--- src/rtl/ctrl_pkg.sv ---
// Shared types and constants for the RV32 main decoder and control pipeline.
// ctrl_t is the per-instruction control bundle carried from EX to WB.
package ctrl_pkg;

  typedef struct packed {
    logic       alu_src;
    logic       mem_to_reg;
    logic       reg_write;
    logic       mem_read;
    logic       mem_write;
    logic [1:0] alu_op;
    logic       branch;
    logic [1:0] mux_final;
    logic       lui;
    logic       auipc;
    logic       muldiv;
  } ctrl_t;

  localparam logic [6:0] OP_RTYPE  = 7'b0110011;
  localparam logic [6:0] OP_ITYPE  = 7'b0010011;
  localparam logic [6:0] OP_LOAD   = 7'b0000011;
  localparam logic [6:0] OP_STORE  = 7'b0100011;
  localparam logic [6:0] OP_BRANCH = 7'b1100011;
  localparam logic [6:0] OP_JAL    = 7'b1101111;
  localparam logic [6:0] OP_JALR   = 7'b1100111;
  localparam logic [6:0] OP_LUI    = 7'b0110111;
  localparam logic [6:0] OP_AUIPC  = 7'b0010111;
  localparam logic [6:0] F7_MULDIV = 7'b0000001;

  // Wide enough for MULDIV_LAT-1 with MULDIV_LAT up to 16.
  localparam int CNT_W = 4;

endpackage

--- src/rtl/ctrl_decode.sv ---
// Combinational main decoder: opcode/funct7 to control bundle, plus flags
// telling the hazard logic which source registers the instruction reads.
module ctrl_decode
  import ctrl_pkg::*;
#(
  parameter bit MULDIV_EN = 1'b1
) (
  input  logic [6:0] opcode,
  input  logic [6:0] funct7,
  output ctrl_t      ctrl,
  output logic       use_rs1,
  output logic       use_rs2
);

  always_comb begin
    ctrl    = '0;
    use_rs1 = 1'b1;
    use_rs2 = 1'b0;
    case (opcode)
      OP_RTYPE: begin
        ctrl.reg_write = 1'b1;
        ctrl.alu_op    = 2'b10;
        ctrl.muldiv    = MULDIV_EN && (funct7 == F7_MULDIV);
        use_rs2        = 1'b1;
      end
      OP_ITYPE: begin
        ctrl.alu_src   = 1'b1;
        ctrl.reg_write = 1'b1;
        ctrl.alu_op    = 2'b10;
      end
      OP_LOAD: begin
        ctrl.alu_src    = 1'b1;
        ctrl.mem_to_reg = 1'b1;
        ctrl.reg_write  = 1'b1;
        ctrl.mem_read   = 1'b1;
        ctrl.mux_final  = 2'b01;
      end
      OP_STORE: begin
        ctrl.alu_src   = 1'b1;
        ctrl.mem_write = 1'b1;
        use_rs2        = 1'b1;
      end
      OP_BRANCH: begin
        ctrl.alu_op    = 2'b01;
        ctrl.branch    = 1'b1;
        ctrl.mux_final = 2'b10;
        use_rs2        = 1'b1;
      end
      OP_JAL: begin
        ctrl.reg_write = 1'b1;
        ctrl.alu_op    = 2'b11;
        ctrl.branch    = 1'b1;
        ctrl.mux_final = 2'b10;
        use_rs1        = 1'b0;
      end
      OP_JALR: begin
        ctrl.reg_write = 1'b1;
        ctrl.branch    = 1'b1;
        ctrl.mux_final = 2'b11;
      end
      OP_LUI: begin
        ctrl.alu_src   = 1'b1;
        ctrl.reg_write = 1'b1;
        ctrl.lui       = 1'b1;
        use_rs1        = 1'b0;
      end
      OP_AUIPC: begin
        ctrl.alu_src   = 1'b1;
        ctrl.reg_write = 1'b1;
        ctrl.auipc     = 1'b1;
        use_rs1        = 1'b0;
      end
      default: ;
    endcase
  end

endmodule

--- src/rtl/ctrl_pipeline.sv ---
// EX/MEM/WB control registers with load-use, multi-cycle muldiv and flush
// handling for the 5-stage RV32 core.
module ctrl_pipeline
  import ctrl_pkg::*;
#(
  parameter bit MULDIV_EN  = 1'b1,
  parameter int MULDIV_LAT = 4,
  parameter int REG_AW     = 5
) (
  input  logic              clk,
  input  logic              rst_n,
  input  logic              id_valid,
  input  logic [31:0]       id_instr,
  input  logic              flush,
  output logic              stall_id,
  output logic              muldiv_busy,
  output ctrl_t             ex_ctrl,
  output logic [REG_AW-1:0] ex_rd,
  output logic              ex_valid,
  output ctrl_t             mem_ctrl,
  output logic [REG_AW-1:0] mem_rd,
  output logic              mem_valid,
  output ctrl_t             wb_ctrl,
  output logic [REG_AW-1:0] wb_rd,
  output logic              wb_valid
);

  localparam logic [CNT_W-1:0] CNT_LOAD = CNT_W'(MULDIV_LAT - 1);

  ctrl_t              dec_ctrl;
  logic               use_rs1, use_rs2;
  logic [REG_AW-1:0]  id_rd, id_rs1, id_rs2;
  logic               load_use, accept;
  logic               unused_funct3;

  ctrl_t              ex_ctrl_q, ex_ctrl_d, mem_ctrl_q, mem_ctrl_d, wb_ctrl_q, wb_ctrl_d;
  logic [REG_AW-1:0]  ex_rd_q, ex_rd_d, mem_rd_q, mem_rd_d, wb_rd_q, wb_rd_d;
  logic               ex_valid_q, ex_valid_d, mem_valid_q, mem_valid_d, wb_valid_q, wb_valid_d;
  logic [CNT_W-1:0]   cnt_q, cnt_d;

  ctrl_decode #(.MULDIV_EN(MULDIV_EN)) u_decode (
    .opcode  (id_instr[6:0]),
    .funct7  (id_instr[31:25]),
    .ctrl    (dec_ctrl),
    .use_rs1 (use_rs1),
    .use_rs2 (use_rs2)
  );

  assign id_rd         = id_instr[7 +: REG_AW];
  assign id_rs1        = id_instr[15 +: REG_AW];
  assign id_rs2        = id_instr[20 +: REG_AW];
  assign unused_funct3 = ^id_instr[14:12];

  assign load_use = id_valid && ex_valid_q && ex_ctrl_q.mem_read && (ex_rd_q != '0) &&
                    ((use_rs1 && (id_rs1 == ex_rd_q)) || (use_rs2 && (id_rs2 == ex_rd_q)));
  assign muldiv_busy = ex_valid_q && ex_ctrl_q.muldiv && (cnt_q != '0);
  // A flush redirects fetch, so holding the PC would only delay the redirect.
  assign stall_id = !flush && (load_use || muldiv_busy);
  assign accept   = id_valid && !flush && !load_use;

  always_comb begin
    ex_ctrl_d   = ex_ctrl_q;
    ex_rd_d     = ex_rd_q;
    ex_valid_d  = ex_valid_q;
    cnt_d       = cnt_q;
    mem_ctrl_d  = ex_ctrl_q;
    mem_rd_d    = ex_rd_q;
    mem_valid_d = ex_valid_q;
    wb_ctrl_d   = mem_ctrl_q;
    wb_rd_d     = mem_rd_q;
    wb_valid_d  = mem_valid_q;
    if (muldiv_busy) begin
      cnt_d       = cnt_q - 1'b1;
      mem_ctrl_d  = '0;
      mem_rd_d    = '0;
      mem_valid_d = 1'b0;
    end else if (accept) begin
      ex_ctrl_d  = dec_ctrl;
      ex_rd_d    = id_rd;
      ex_valid_d = 1'b1;
      cnt_d      = dec_ctrl.muldiv ? CNT_LOAD : '0;
    end else begin
      ex_ctrl_d  = '0;
      ex_rd_d    = '0;
      ex_valid_d = 1'b0;
      cnt_d      = '0;
    end
  end

  always_ff @(posedge clk or negedge rst_n) begin
    if (!rst_n) begin
      ex_ctrl_q   <= '0;
      ex_rd_q     <= '0;
      ex_valid_q  <= 1'b0;
      cnt_q       <= '0;
      mem_ctrl_q  <= '0;
      mem_rd_q    <= '0;
      mem_valid_q <= 1'b0;
      wb_ctrl_q   <= '0;
      wb_rd_q     <= '0;
      wb_valid_q  <= 1'b0;
    end else begin
      ex_ctrl_q   <= ex_ctrl_d;
      ex_rd_q     <= ex_rd_d;
      ex_valid_q  <= ex_valid_d;
      cnt_q       <= cnt_d;
      mem_ctrl_q  <= mem_ctrl_d;
      mem_rd_q    <= mem_rd_d;
      mem_valid_q <= mem_valid_d;
      wb_ctrl_q   <= wb_ctrl_d;
      wb_rd_q     <= wb_rd_d;
      wb_valid_q  <= wb_valid_d;
    end
  end

  assign ex_ctrl   = ex_ctrl_q;
  assign ex_rd     = ex_rd_q;
  assign ex_valid  = ex_valid_q;
  assign mem_ctrl  = mem_ctrl_q;
  assign mem_rd    = mem_rd_q;
  assign mem_valid = mem_valid_q;
  assign wb_ctrl   = wb_ctrl_q;
  assign wb_rd     = wb_rd_q;
  assign wb_valid  = wb_valid_q;

endmodule

--- config.mk ---
export PLATFORM = sky130hd
export DESIGN_NAME = ctrl_pipeline
export DESIGN_NICKNAME = d
export VERILOG_FILES = /design/src/rtl/ctrl_pkg.sv /design/src/rtl/ctrl_decode.sv /design/src/rtl/ctrl_pipeline.sv
export SDC_FILE = /design/constraint.sdc
export NUM_CORES = 1
export LEC_CHECK = 0
export ABC_AREA = 1
export CORE_AREA = 2 2 59 116
export DETAILED_ROUTE_END_ITERATION = 7
export DIE_AREA = 0 0 61 118
export PLACE_DENSITY = 0.74
export SLEW_MARGIN = 5
export SYNTH_ARGS = -nofsm -noshare
export SYNTH_HDL_FRONTEND = slang
export SYNTH_SLANG_ARGS = --single-unit
--- constraint.sdc ---
create_clock -name clk -period 1.9 [get_ports clk]
set_input_delay 0.57 -clock clk [delete_from_list [all_inputs] [get_ports clk]]
set_output_delay 0.57 -clock clk [all_outputs]
set_load 0.01 [all_outputs]
==> results <==
[layout make-up]
| type | count | share of cell area, % |
|---|---|---|
| clock inverter | 5 | 1.34 |
| multi-input combinational | 144 | 20.3 |
| inverter | 34 | 3.35 |
| sequential | 58 | 35.4 |
| timing repair buffer | 140 | 31.3 |
| tap | 86 | 2.62 |
| clock buffer | 11 | 5.67 |
[cells in the mapped netlist]
master | count | area share, %
a31oi_1 | 1 | 0.26
nand3_2 | 1 | 0.42
inv_2 | 1 | 0.16
nor3_1 | 6 | 1.3
nor2_1 | 31 | 4.9
nor4_1 | 2 | 0.53
inv_1 | 33 | 5.2
nand4_1 | 3 | 0.79
ha_1 | 2 | 1.1
a21oi_1 | 1 | 0.21
xor2_1 | 3 | 1.1
nand2_4 | 1 | 0.48
or2_0 | 1 | 0.26
nor2_2 | 1 | 0.26
buf_4 | 4 | 1.3
xnor2_1 | 6 | 2.2
buf_6 | 2 | 0.95
clkbuf_8 | 1 | 0.58
and3_4 | 1 | 0.48
o21ai_0 | 2 | 0.42
nand3_1 | 22 | 4.6
nand2_1 | 54 | 8.6
dfrtp_1 | 58 | 61
nor3b_4 | 1 | 0.79
or2_2 | 1 | 0.26
nand2_2 | 3 | 0.79
buf_2 | 2 | 0.42
o221ai_1 | 1 | 0.37
[flip-flops by register name, indices dropped and copies added (netlist names)]
signal     cells
ex_ctrl       12
mem_ctrl      12
wb_ctrl       12
ex_rd          5
mem_rd         5
wb_rd          5
cnt_q          4
ex_valid       1
mem_valid      1
wb_valid       1
[kinds of logic after synthesis]
kind of cell | after synthesis | synth area share, %
XOR/XNOR | 9 | 3.33
flip-flops | 58 | 61.3
adder cells (fa/ha/maj) | 2 | 1.06
AND/OR/NAND/NOR | 128 | 24.5
AO/OA/AOI/OAI | 5 | 1.27
buffers and inverters | 43 | 8.61
[power breakdown]
group | internal (mW) | total, mW | switching, mW
clock network | 1.01 | 1.53 | 0.524
logic | 0.144 | 0.263 | 0.119
registers | 1.26 | 1.27 | 0.0141
[timing repair]
action,4_1_cts,5_1_grt
setup buffers,11,2
gates resized for setup,71,4
endpoints found under the setup margin,17,5
pin swaps,23,2
hold buffers,0,0
[per-layer routing]
layer | track usage (%) | vias up | share of wire, %
li1 | - | 1041 | -
met1 | 19.8 | 1017 | 33
met2 | 34.4 | 70 | 60
met3 | 4.51 | 17 | 3.6
met4 | 9.24 | 0 | 3.5
met5 | 0 | - | 0
[stage by stage]
step	std cells	area (sq um)
2_1_floorplan	245	2440
3_3_place_gp	451	3680
3_5_place_dp	451	3680
4_1_cts	477	4110
5_1_grt	478	4110
6_report	478	4110
[final timing paths]
check                                            start                     to  slack, ns  cells past startpoint
worst max-delay path              ex_rd[1]$_DFFE_PN0N_               stall_id      -0.26                      8
worst min-delay path                             rst_n     wb_rd[2]$_DFF_PN0_       0.24                      2
worst max register to register      cnt_q[1]$_DFF_PN0_     cnt_q[1]$_DFF_PN0_       0.03                     11
worst min register to register  mem_ctrl[12]$_DFF_PN0_  wb_ctrl[12]$_DFF_PN0_       0.37                      0
max in group asynchronous                        rst_n   ex_rd[1]$_DFFE_PN0N_       1.40                      2
min in group clk                mem_ctrl[12]$_DFF_PN0_  wb_ctrl[12]$_DFF_PN0_       0.37                      0
==> summary.txt <==
Status
  – Outcome: finished, violations left
  – Failing checks: setup timing

Global route
  – Global-route wire length before repair: ~10000 microns
  – Global-route usage over all layers: 19.3%
  – Largest net degree at the start of global routing: 59
  – GRT overflow: 0
  – Initial antenna violation count: 0
  – Number of global-route vias before repair: 2223

Routing
  – Routed len/inst: 12.9 microns
  – Residual DRC: 0
  – Via-to-Cell Ratio: 4.49
  – Final wirelength: 6150 microns
  – Via Count: roughly 2100
  – Initial DRC count: 55
  – Final ANT Viol Nets: 0
  – First-pass DRT Iterations: 4

STA
  – Final setup TNS: -0.292 ns
  – Crit path time final: 2.16 ns
  – Hold_ws: roughly 0.24 ns
  – Fin crit share: 114%
  – Worst slew pin tran: approximately 0.36 ns
  – Max-slew violation count: 0
  – Fmax: 0.463 GHz
  – Hold Violations, Final: 0
  – Worst setup margin: -0.258 ns
  – RSZ-0062 raised after global routing: yes
  – Slew headroom: roughly three quarters
  – Setup Skew: 0.00653 ns
  – Endpoints failing setup: 2

Logic synthesis
  – Yosys cell types: 28
  – Post-Syn Instances: 245
  – Syn_area_per_cell: 9.67 sq um
  – Post-Syn Nets: about 280
  – Mapped cell area: 2370 sq um
  – Register bit total from synthesis: 58
  – YS warnings: 0
  – Post-synthesis sequential area ratio: roughly three fifths

Run
  – Max-cap violation count: 0

Layout
  – Layout cells sized above 1: roughly 28%
  – Commonest non-fill, non-tap cell in the layout: clkdlybuf4s50_1
  – Ant. Diodes: 0
  – Fill cells: 508
  – Multi-input gate area: between 800 and 900 sq um
  – Most frequent cells in the layout: clkdlybuf4s50_1, dfrtp_1, nand2_1
  – NumNets Final: around 430
  – Register area: roughly 1500 sq um
  – Area growth, synth to finish: 73.4%
  – Util after Layout: 65.1%

Place
  – DP Wirelength: approximately 4500 microns
  – Final Wtd Congestion: 0.811
  – Port bufs: 91
  – Worst slack at placement: -1.07 ns

Die
  – Core Area: 6310 sq um
  – Die area: 7200 sq um
  – Die Y: 118 microns
  – Starting Density: between 30% and 40%
  – Rows: 41
  – Die X: 61 microns
  – I/O pin total: 95

CTS
  – Clk Latency, worst-skew pair: 0.32 ns
  – Clock Tree Buf Depth: 2
  – Root Driver: clkbuf_16
  – Sink Count: between 50 and 60
  – H-tree Lvls: 3
  – Clk pin slew, worst setup/hold paths: roughly 0.050 ns
  – Inserted Clock Buffers: 9
  – CTS tree: yes

Setup path
  – Worst path arrival time: between 1.5 and 2 ns
  – Worst setup EP type: output port
  – Required @ worst endpoint: approximately 1.3 ns
  – Crit path cell chain: buf_4 > nor3_2 > nand3_1 > nand4_1 > inv_1 > nand2_4 > a21oi_4 > buf_6
  – Max Fanout on Critical Path: 5
  – Crit-path max cell delay: between 0.4 and 0.5 ns
  – Slowest-stage cell, CP: dfrtp_2
  – CP startpoint kind: flop
  – CP delay by family, top: flip-flops
  – CP Class: reg2out
  – Number of buffer and inverter stages on the critical path: 3

Power
  – Peak supply drop: approximately 0.00051 V
  – PwrDens: 746 nW/um^2
  – Static Leakage: 2.09 nW
  – Power Total: about 3 mW

Worst hold path
  – Min-delay worst type: in2async
(Power assumes the default switching activity.)
